--- config.mk ---
export PLATFORM = sky130hd
export DESIGN_NAME = noc_rr_arbiter
export DESIGN_NICKNAME = d
export VERILOG_FILES = /design/src/rtl/noc_pkg.sv /design/src/rtl/noc_rr_pick.sv /design/src/rtl/noc_rr_arbiter.sv
export SDC_FILE = /design/constraint.sdc
export NUM_CORES = 1
export LEC_CHECK = 0
export ABC_CLOCK_PERIOD_IN_PS = 3500
export CORE_ASPECT_RATIO = 1.25
export CORE_MARGIN = 10
export CORE_UTILIZATION = 44
export CTS_CLUSTER_SIZE = 28
export DETAILED_ROUTE_END_ITERATION = 12
export GPL_TIMING_DRIVEN = 0
export HOLD_SLACK_MARGIN = 0.1
export PLACE_DENSITY = 0.87
export SLEW_MARGIN = 30
export SYNTH_ARGS = -nofsm -noshare
export SYNTH_HDL_FRONTEND = slang
export SYNTH_HIERARCHICAL = 1
export SYNTH_SLANG_ARGS = --single-unit
--- constraint.sdc ---
create_clock -name clk -period 3.5 [get_ports clk]
set_input_delay 0.35 -clock clk [delete_from_list [all_inputs] [get_ports clk]]
set_output_delay 0.35 -clock clk [all_outputs]
set_load 0.01 [all_outputs]
--- src/rtl/noc_pkg.sv ---
// noc_pkg: shared types and defaults for the NoC router arbitration logic.
//   NOC_REN / NOC_PL : default requester count and flit payload width
//   flit_t           : flit payload plus tail marker
//   arb_state_e      : packet-lock state of an output arbiter
//   wrap_inc         : modulo increment for port indices (any port count)
package noc_pkg;

  localparam int NOC_REN = 5;
  localparam int NOC_PL  = 8;

  typedef struct packed {
    logic [NOC_PL-1:0] data;
    logic              last;
  } flit_t;

  typedef enum logic [0:0] {
    IDLE   = 1'b0,
    LOCKED = 1'b1
  } arb_state_e;

  // Next index after idx in a ring of n entries; n need not be a power of two.
  function automatic int unsigned wrap_inc(input int unsigned idx, input int unsigned n);
    if (idx + 32'd1 >= n) begin
      return 32'd0;
    end else begin
      return idx + 32'd1;
    end
  endfunction

endpackage

--- src/rtl/noc_rr_pick.sv ---
// noc_rr_pick: combinational request picker, shared with the VC allocator.
//   req_i     : per-port request vector
//   ptr_i     : round-robin start index (ignored in fixed mode)
//   mode_i    : 1 = round-robin from ptr_i, 0 = lowest index wins
//   gnt_idx_o : chosen index (0 when nothing is requested)
//   gnt_any_o : at least one request present
module noc_rr_pick
  import noc_pkg::*;
#(
  parameter int REN = NOC_REN
) (
  input  logic [REN-1:0]         req_i,
  input  logic [$clog2(REN)-1:0] ptr_i,
  input  logic                   mode_i,
  output logic [$clog2(REN)-1:0] gnt_idx_o,
  output logic                   gnt_any_o
);

  localparam int          IDX_W = $clog2(REN);
  localparam int unsigned RENU  = REN;

  int unsigned      start_s;
  int unsigned      cand_s;
  logic [IDX_W-1:0] cand_idx_s;
  logic             found_s;

  // Scan upward from the start index with explicit wrap; first hit wins.
  always_comb begin
    gnt_any_o  = |req_i;
    gnt_idx_o  = '0;
    found_s    = 1'b0;
    cand_s     = 32'd0;
    cand_idx_s = '0;
    start_s    = mode_i ? 32'(ptr_i) : 32'd0;
    for (int unsigned k = 0; k < RENU; k++) begin
      cand_s     = (start_s + k >= RENU) ? (start_s + k - RENU) : (start_s + k);
      cand_idx_s = IDX_W'(cand_s);
      if (!found_s && req_i[cand_idx_s]) begin
        found_s   = 1'b1;
        gnt_idx_o = cand_idx_s;
      end else begin
        found_s   = found_s;
      end
    end
  end

endmodule

--- src/rtl/noc_rr_arbiter.sv ---
// noc_rr_arbiter: N-to-1 wormhole packet arbiter for a router output port.
//   clk, rst            : clock, synchronous active-high reset
//   in_data/valid/last  : per-port flit, valid and tail marker
//   in_ready            : per-port accept (combinational grant)
//   out_data/valid/last : registered granted flit
//   out_port            : source port of the flit in out_data
//   out_ready           : downstream accept
// A packet whose head is granted keeps the output until its tail transfers.
module noc_rr_arbiter
  import noc_pkg::*;
#(
  parameter int REN     = NOC_REN,
  parameter int PL      = NOC_PL,
  parameter int RR_MODE = 1
) (
  input  logic                   clk,
  input  logic                   rst,
  input  logic [REN-1:0][PL-1:0] in_data,
  input  logic [REN-1:0]         in_valid,
  input  logic [REN-1:0]         in_last,
  output logic [REN-1:0]         in_ready,
  output logic [PL-1:0]          out_data,
  output logic                   out_valid,
  output logic                   out_last,
  output logic [$clog2(REN)-1:0] out_port,
  input  logic                   out_ready
);

  localparam int          IDX_W = $clog2(REN);
  localparam int unsigned RENU  = REN;

  arb_state_e       state_q, state_d;
  logic [IDX_W-1:0] lock_idx_q, lock_idx_d;
  logic [IDX_W-1:0] rr_ptr_q, rr_ptr_d;
  logic [PL-1:0]    out_data_q, out_data_d;
  logic             out_valid_q, out_valid_d;
  logic             out_last_q, out_last_d;
  logic [IDX_W-1:0] out_port_q, out_port_d;

  logic             slot_free_s;
  logic [IDX_W-1:0] pick_idx_s;
  logic             pick_any_s;
  logic [IDX_W-1:0] sel_idx_s;
  logic             sel_req_s;
  logic             sel_gate_s;
  logic             xfer_s;
  logic             sel_last_s;

  noc_rr_pick #(.REN(REN)) u_pick (
    .req_i     (in_valid),
    .ptr_i     (rr_ptr_q),
    .mode_i    (RR_MODE != 0),
    .gnt_idx_o (pick_idx_s),
    .gnt_any_o (pick_any_s)
  );

  // Grant selection, handshake, lock FSM and output register next state.
  always_comb begin
    state_d     = state_q;
    lock_idx_d  = lock_idx_q;
    rr_ptr_d    = rr_ptr_q;
    out_data_d  = out_data_q;
    out_valid_d = out_valid_q;
    out_last_d  = out_last_q;
    out_port_d  = out_port_q;
    in_ready    = '0;

    slot_free_s = !out_valid_q || out_ready;

    // While locked the owner keeps ready even through a bubble.
    if (state_q == LOCKED) begin
      sel_idx_s  = lock_idx_q;
      sel_req_s  = in_valid[lock_idx_q];
      sel_gate_s = 1'b1;
    end else begin
      sel_idx_s  = pick_idx_s;
      sel_req_s  = pick_any_s;
      sel_gate_s = pick_any_s;
    end

    sel_last_s = in_last[sel_idx_s];
    xfer_s     = !rst && slot_free_s && sel_req_s;

    if (!rst && slot_free_s && sel_gate_s) begin
      in_ready[sel_idx_s] = 1'b1;
    end else begin
      in_ready = '0;
    end

    if (xfer_s) begin
      out_data_d  = in_data[sel_idx_s];
      out_last_d  = sel_last_s;
      out_port_d  = sel_idx_s;
      out_valid_d = 1'b1;
    end else if (out_ready) begin
      out_valid_d = 1'b0;
    end else begin
      out_valid_d = out_valid_q;
    end

    case (state_q)
      IDLE: begin
        if (xfer_s && !sel_last_s) begin
          state_d    = LOCKED;
          lock_idx_d = sel_idx_s;
        end else if (xfer_s) begin
          rr_ptr_d = IDX_W'(wrap_inc(32'(sel_idx_s), RENU));
        end else begin
          state_d = IDLE;
        end
      end
      LOCKED: begin
        if (xfer_s && sel_last_s) begin
          state_d  = IDLE;
          rr_ptr_d = IDX_W'(wrap_inc(32'(sel_idx_s), RENU));
        end else begin
          state_d = LOCKED;
        end
      end
      default: begin
        state_d = IDLE;
      end
    endcase
  end

  // State, pointer and output registers; reset drops any lock and held flit.
  always_ff @(posedge clk) begin
    if (rst) begin
      state_q     <= IDLE;
      lock_idx_q  <= '0;
      rr_ptr_q    <= '0;
      out_data_q  <= '0;
      out_valid_q <= 1'b0;
      out_last_q  <= 1'b0;
      out_port_q  <= '0;
    end else begin
      state_q     <= state_d;
      lock_idx_q  <= lock_idx_d;
      rr_ptr_q    <= rr_ptr_d;
      out_data_q  <= out_data_d;
      out_valid_q <= out_valid_d;
      out_last_q  <= out_last_d;
      out_port_q  <= out_port_d;
    end
  end

  assign out_data  = out_data_q;
  assign out_valid = out_valid_q;
  assign out_last  = out_last_q;
  assign out_port  = out_port_q;

endmodule
* After elaboration in Yosys (flattened, before gate mapping)
Index checks and enable logic that the tools add are counted.
Cells by class: add/subtract/negate cells 10, order comparisons 14, eq/ne operators 3, muxes and demuxes 46, bitwise logic cells 1, reduce and logical (&&, ||, !) cells 22
Operator list (number):
- 3-bit two-way mux | 15
- 3-bit by 4-bit less-than comparator with 1-bit output, second input constant | 7
- 8-bit binary-select mux with 3-bit select | 1
- 1-bit binary-select mux with 3-bit select | 7
- 4-bit by 3-bit >= comparator with 1-bit output, second input constant | 5
- 1-bit two-way mux | 18
- 3-bit subtractor, second input constant | 5
- 1-bit logical AND | 10
- 3-bit by 1-bit adder with 4-bit output, second input constant | 2
- 3-bit by 2-bit adder with 4-bit output, second input constant | 2
- 8-bit two-way mux | 1
- 1-bit logical NOT | 7
- 3-bit one-hot mux with 2 select lines | 1
- 5-bit two-way mux | 1
- 5-bit OR reduction | 1
- 3-bit by 3-bit adder with 4-bit output, second input constant | 1
- 2-bit != test, second input constant | 2
- 1-bit demux with 3-bit select | 1
- 3-bit by 1-bit >= comparator with 1-bit output, second input constant | 1
- 3-bit >= comparator, second input constant | 1
- 3-bit AND reduction | 1
- 2-bit by 1-bit != test with 1-bit output, second input constant | 1
- 1-bit one-hot mux with 2 select lines | 1
- 2-bit AND reduction | 1
- 3 further kinds | 3
Storage, ports and cells: bits in registers 20, input bits 53, output and inout port bits 18, word-level logic and storage cells 103

* Depth between registers and ports, before layout
depth after elaboration 24, depth in mapped cells 19, depth with buffers taken out 16

* By module
The synthesis kept the hierarchy.
By module, submodules not included:
- noc_rr_arbiter | instances 1, cells an instance 174, area an instance 1356.3 um^2, seq. area each 400.4 um^2
- noc_rr_pick | instances 1, cells an instance 129, area an instance 1014.7 um^2, seq. area each 0.0 um^2

* Worst setup path after synthesis
Ideal clock, no wire load.
path type register to output, start point register rr_ptr_q[0], end point output port in_ready[1], arrival 3.402 ns, data required time 3.150 ns, slack -0.252 ns, stages on the path, launching flop included 18, buffers on the path 3, cells stage by stage dfxtp_1 > buf_6 > nand2_8 > inv_1 > ha_1 > and2_1 > o311ai_4 > mux2_2 > o2bb2ai_2 > a2111oi_4 > nand4_1 > o22ai_1 > mux2i_4 > inv_2 > buf_6 > buf_2 > nand2_1 > nor2_1
On the way: longest elaborated chain between the ends 23, elaborated cells on any way between the ends 53, classes of those cells add/sub: 9; order compare: 7; mux: 28; reduce/logical: 9
Ends and longest elaborated chain:
- start: declaration | RTL line noc_rr_arbiter.sv:34 | logic [IDX_W-1:0] rr_ptr_q, rr_ptr_d;
- start signal: assignment | RTL line noc_rr_arbiter.sv:139 | rr_ptr_q <= rr_ptr_d;
- branches (longest 16 deep; another with 3-bit by 1-bit adder with 4-bit output)
- 3-bit two-way mux * | RTL line noc_rr_pick.sv:38 | if (!found_s && req_i[cand_idx_s]) begin
- named net pick_idx_s[0] | RTL line noc_rr_arbiter.sv:41 | logic [IDX_W-1:0] pick_idx_s;
- 3-bit two-way mux * | RTL line noc_rr_arbiter.sv:71 | if (state_q == LOCKED) begin
- named net sel_idx_s[0] | RTL line noc_rr_arbiter.sv:43 | logic [IDX_W-1:0] sel_idx_s;
- 3-bit by 4-bit less-than comparator with 1-bit output (not written as such) or 3-bit by 1-bit >= comparator with 1-bit output (tied branches) | RTL line noc_rr_arbiter.sv:85 | in_ready[sel_idx_s] = 1'b1;
- 1-bit logical AND (not written as such) | RTL line noc_rr_arbiter.sv:85
- 1-bit two-way mux (not written as such) | RTL line noc_rr_arbiter.sv:85
- 1-bit demux with 3-bit select * | RTL line noc_rr_arbiter.sv:85
- 5-bit two-way mux * | RTL line noc_rr_arbiter.sv:84 | if (!rst && slot_free_s && sel_gate_s) begin
- end: declaration | RTL line noc_rr_arbiter.sv:21 | output logic [REN-1:0] in_ready,
Mark *: on every way through the listed nets, which the timed path passes. The select of a mux whose other input is x is not followed.

* Worst setup path in the final report
start point register rr_ptr_q[1], end point output port in_ready[2]
On the way: longest elaborated chain between the ends 23, elaborated cells on any way between the ends 53, classes of those cells add/sub: 9; order compare: 7; mux: 28; reduce/logical: 9
Ends and longest elaborated chain (RTL line):
- branches (longest 16 deep; another with 3-bit by 1-bit adder with 4-bit output)
- 3-bit two-way mux * | noc_rr_pick.sv:38
- named net pick_idx_s[0] | noc_rr_arbiter.sv:41
- 3-bit two-way mux * | noc_rr_arbiter.sv:71
- 3-bit by 4-bit less-than comparator with 1-bit output (not written as such) or 3-bit by 1-bit >= comparator with 1-bit output (tied branches) | noc_rr_arbiter.sv:85
- 1-bit logical AND (not written as such) | noc_rr_arbiter.sv:85
- 1-bit two-way mux (not written as such) | noc_rr_arbiter.sv:85
- 1-bit demux with 3-bit select * | noc_rr_arbiter.sv:85
- 5-bit two-way mux * | noc_rr_arbiter.sv:84
Marked as above.

==> summary.md <==
| Metric | Value |
|---|---|
| Final Wtd Congestion | `0.897` |
| Failing checks | `negative setup slack` |
| Worst R2R End | `rr_ptr_q[2]` |
| Die area | `0.00874 mm²` |
| Cells along the critical path | `nand2_8, clkinvlp_4, ha_4, o311ai_4, mux2_4, o2bb2ai_4, a2111oi_4, buf_4, a21boi_2, o22ai_2, mux2i_4, buf_6, clkbuf_16, nand2_4, nor2_1, buf_2` |
| R2R setup slack | `-0.47 ns` |
| DR DRC count | `0` |
| ANT nets after route | `0` |
| Worst setup EP type | `output port` |
| # fillers | `331` |
| Final hold violations | `0` |
| Largest area contributor in the netlist | `dfxtp_1` |
| Num CTS Buffers | `3` |
| Final period utilization | `115%` |
| Crit path max fanout | `7` |
| Number of global-route vias before repair | `2,999` |
| Register Area | `409 µm²` |
| Leading cell type in the layout, fill and taps excluded | `clkdlybuf4s50_1` |
| Worst Skew | `~0.0053 ns` |
| Utilization after layout | `74.9%` |
| Register area share after synthesis | `around 17%` |
| Post-Syn Nets | `365` |
| Top Family by Delay on Critical Path | `compound AO/OA/AOI/OAI gates` |
| Slew Limit Fails | `0` |
| Area of the multi-input gates | `0.00211 mm²` |
| Horiz. Die Dim | `85.7 µm` |
| Avg WL per Cell | `20.5 µm` |
| I/O Pins | `71` |
| LEAKAGE | `1.50 nW` |
| Hpwl dp | `6.05 mm` |
| Core ar. | `roughly 0.0052 mm²` |
| Critical path buffers and inverters | `5` |
| Place WS | `-1.11 ns` |
| Run status | `complete, but fails checks` |
| Cells after synthesis | `~300` |
| Global route overflow | `0` |
| Via count | `2,934` |
| Post-synth top flop | `dfxtp_1` |
| Hold depth | `2` |
| First-pass GRT wire length | `14.2 mm` |
| Worst-path clk slew | `~0.080 ns` |
| Slowest cell delay on critical path | `approximately 0.45 ns` |
| Clk Latency, worst-skew pair | `0.26 ns` |
| Worst Reg-to-Reg Cells | `18` |
| CP Data Arrival Time | `3.69 ns` |
| Clk Tree Root Cell | `clkbuf_8` |
| HP Start | `out_data[5]` |
| Ys Warns | `6` |
| CTS H-Tree Depth | `1` |
| Crit. path cell count | `16` |
| Clock net sink count | `20` |
| Number of port buffers | `70` |
| GR Util All Layers | `around 20%` |
| Synth area leaders | `dfxtp_1, mux2i_1, nand2_1` |
| EDFF count, synth | `0` |
| Drt initial violations | `165` |
| Fmax | `roughly 0.25 GHz` |
| Largest net degree at the start of global routing | `12` |
| Synth unique cells | `71` |
| Required @ worst endpoint | `3.15 ns` |
| Finish-stage setup viols | `21` |
| Die height | `102 µm` |
| Syn-to-layout area delta | `62.7%` |
| Most frequent cells in the layout | `clkdlybuf4s50_1, nand2_1, buf_4` |
| Initial antenna violation count | `0` |
| Via-per-instance ratio | `between 6 and 7` |
| RSZ-0062 raised after global routing | `true` |
| CP startpoint kind | `flop` |
| Critical path's slowest cell | `o311ai_4` |
| CTS tree | `built` |
| Seq cells post-synth | `20` |
| Number of max-cap violations | `0` |
| Final instance area | `0.00386 mm²` |
| Post-Route WL | `9.66 mm` |
| Syn Std Cell Area | `approximately 0.0024 mm²` |
| Worst rel slew slack | `a little under three fifths` |
| Setup WS post-layout | `-0.538 ns` |
| Fin crit period | `4.04 ns` |
| R2r startpoint | `rr_ptr_q[1]` |
| ANT cells | `0` |
| CP startpoint | `rr_ptr_q[1]` |
| Setup TNS | `-8.17 ns` |
| Initial core utilization | `46.0%` |
| Asr flop ratio synth | `0%` |
| Crit path to | `in_ready[2]` |
| Setup CP Type | `reg -> out` |
| Area of placed instances | `0.00321 mm²` |
| Initial DRT Pass Iterations | `5` |
| P per Cell Area | `703 mW/mm²` |
| Worst vdd ir | `0.584 mV` |
| Syn avg cell area | `7.83 µm²` |
| Max Buffers Root-to-Sink | `2` |
| Worst-Margin Slew | `between 0.6 and 0.7 ns` |
| Hold crit path type | `reg -> reg` |
| Share of layout cells above drive strength 1 | `33.4%` |
| Layout Nets | `roughly 470` |
| Row cnt | `29` |
| Area share of the largest cell type after synthesis | `16.9%` |
==> worst reg2reg max path, cell delays in order, from the launching register on <==
cell	delay, ns
dfxtp_4	0.37
nand2_8	0.10
clkinvlp_4	0.16
ha_4	0.21
o311ai_4	0.45
mux2_4	0.36
o2bb2ai_4	0.13
a2111oi_4	0.34
buf_4	0.18
a21boi_2	0.16
o22ai_2	0.10
mux2i_4	0.21
inv_2	0.06
buf_6	0.12
buf_6	0.12
mux2i_4	0.20
o221a_4	0.31
o21ai_1	0.17
a21oi_1	0.08
==> repair_timing <==
action                     CTS  global route
hold buffers                 0             0
setup endpoints to repair   23            23
resized for setup           86            19
setup buffers               34             3
pin swaps                   50             8
==> how the worst min path moves through the flow <==
stage,end,slack (ns)
after detailed placement,out_data[1],0.48
after CTS,rr_ptr_q[2],0.49
after global placement,rr_ptr_q[2],0.47
after global routing,out_data[6],0.54
after floorplan,rr_ptr_q[2],0.46
final,out_data[5],0.50
==> layout make-up <==
class / instances / area share, %
Clock buffer: 4 / 1.43
Multi-Input combinational cell: 248 / 54.7
Inverter: 16 / 1.75
Buffer: 16 / 4.12
Tap cell: 62 / 2.01
Sequential cell: 20 / 10.6
Timing Repair Buffer: 106 / 25.4
==> registers in the layout, summed over array words and instances, names as in the netlist <==
register / flops
state_q: 1
rr_ptr_q: 3
out_port: 3
lock_idx_q: 3
out_valid: 1
out_last: 1
out_data: 8
==> kinds of logic (layout without fill, tap and decap cells) <==
kind of cell	Yosys count	count (layout)	share of synthesized area (%)
other	1	1	0.158
muxes	28	28	13.1
xor gates and xnor gates	2	2	0.739
buffers and inverters	35	142	8.28
adders and majority gates	9	9	4.75
DFF	20	20	16.9
AOI/OAI and AO/OA	94	94	31.7
and+or+nand+nor	114	114	24.3
==> stage by stage <==
step | power (mW) | std cells | hold slack [ns]
2_1_floorplan | 1.42 | 303 | 0.459
3_3_place_gp | 1.82 | 435 | 0.470
3_5_place_dp | 1.85 | 435 | 0.479
4_1_cts | 2.48 | 469 | 0.493
5_1_grt | 2.85 | 472 | 0.536
6_report | 2.71 | 472 | 0.499
==> synthesized netlist by cell type (3+ instances only) <==
master,instances
ha_1,9
o21ai_0,10
nand3_1,5
nand2_1,36
mux2i_1,21
inv_1,14
nor2b_1,7
buf_6,6
a211oi_1,12
clkbuf_1,4
o22ai_1,4
dfxtp_1,20
o2bb2ai_1,8
o21ai_1,3
nor4_1,3
a21oi_1,20
mux2_2,4
nor2_1,28
buf_2,4
nor3_1,15
a21o_1,3
buf_4,4
==> metal layers <==
layer | vias up | global-route usage (%) | routed length (µm)
met4 | 0 | 8.88 | 406
met3 | 44 | 5.81 | 864
met5 | - | 0 | 0
li1 | 1342 | - | -
met1 | 1359 | 19.9 | 3490
met2 | 189 | 35.7 | 4890
==> power breakdown <==
group | leakage, nW | internal (mW) | switching [mW]
combinational | 1.31 | 1.03 | 1.16
clock | 0.0288 | 0.100 | 0.0793
sequential | 0.167 | 0.293 | 0.0490
(Power assumes the default switching activity.)
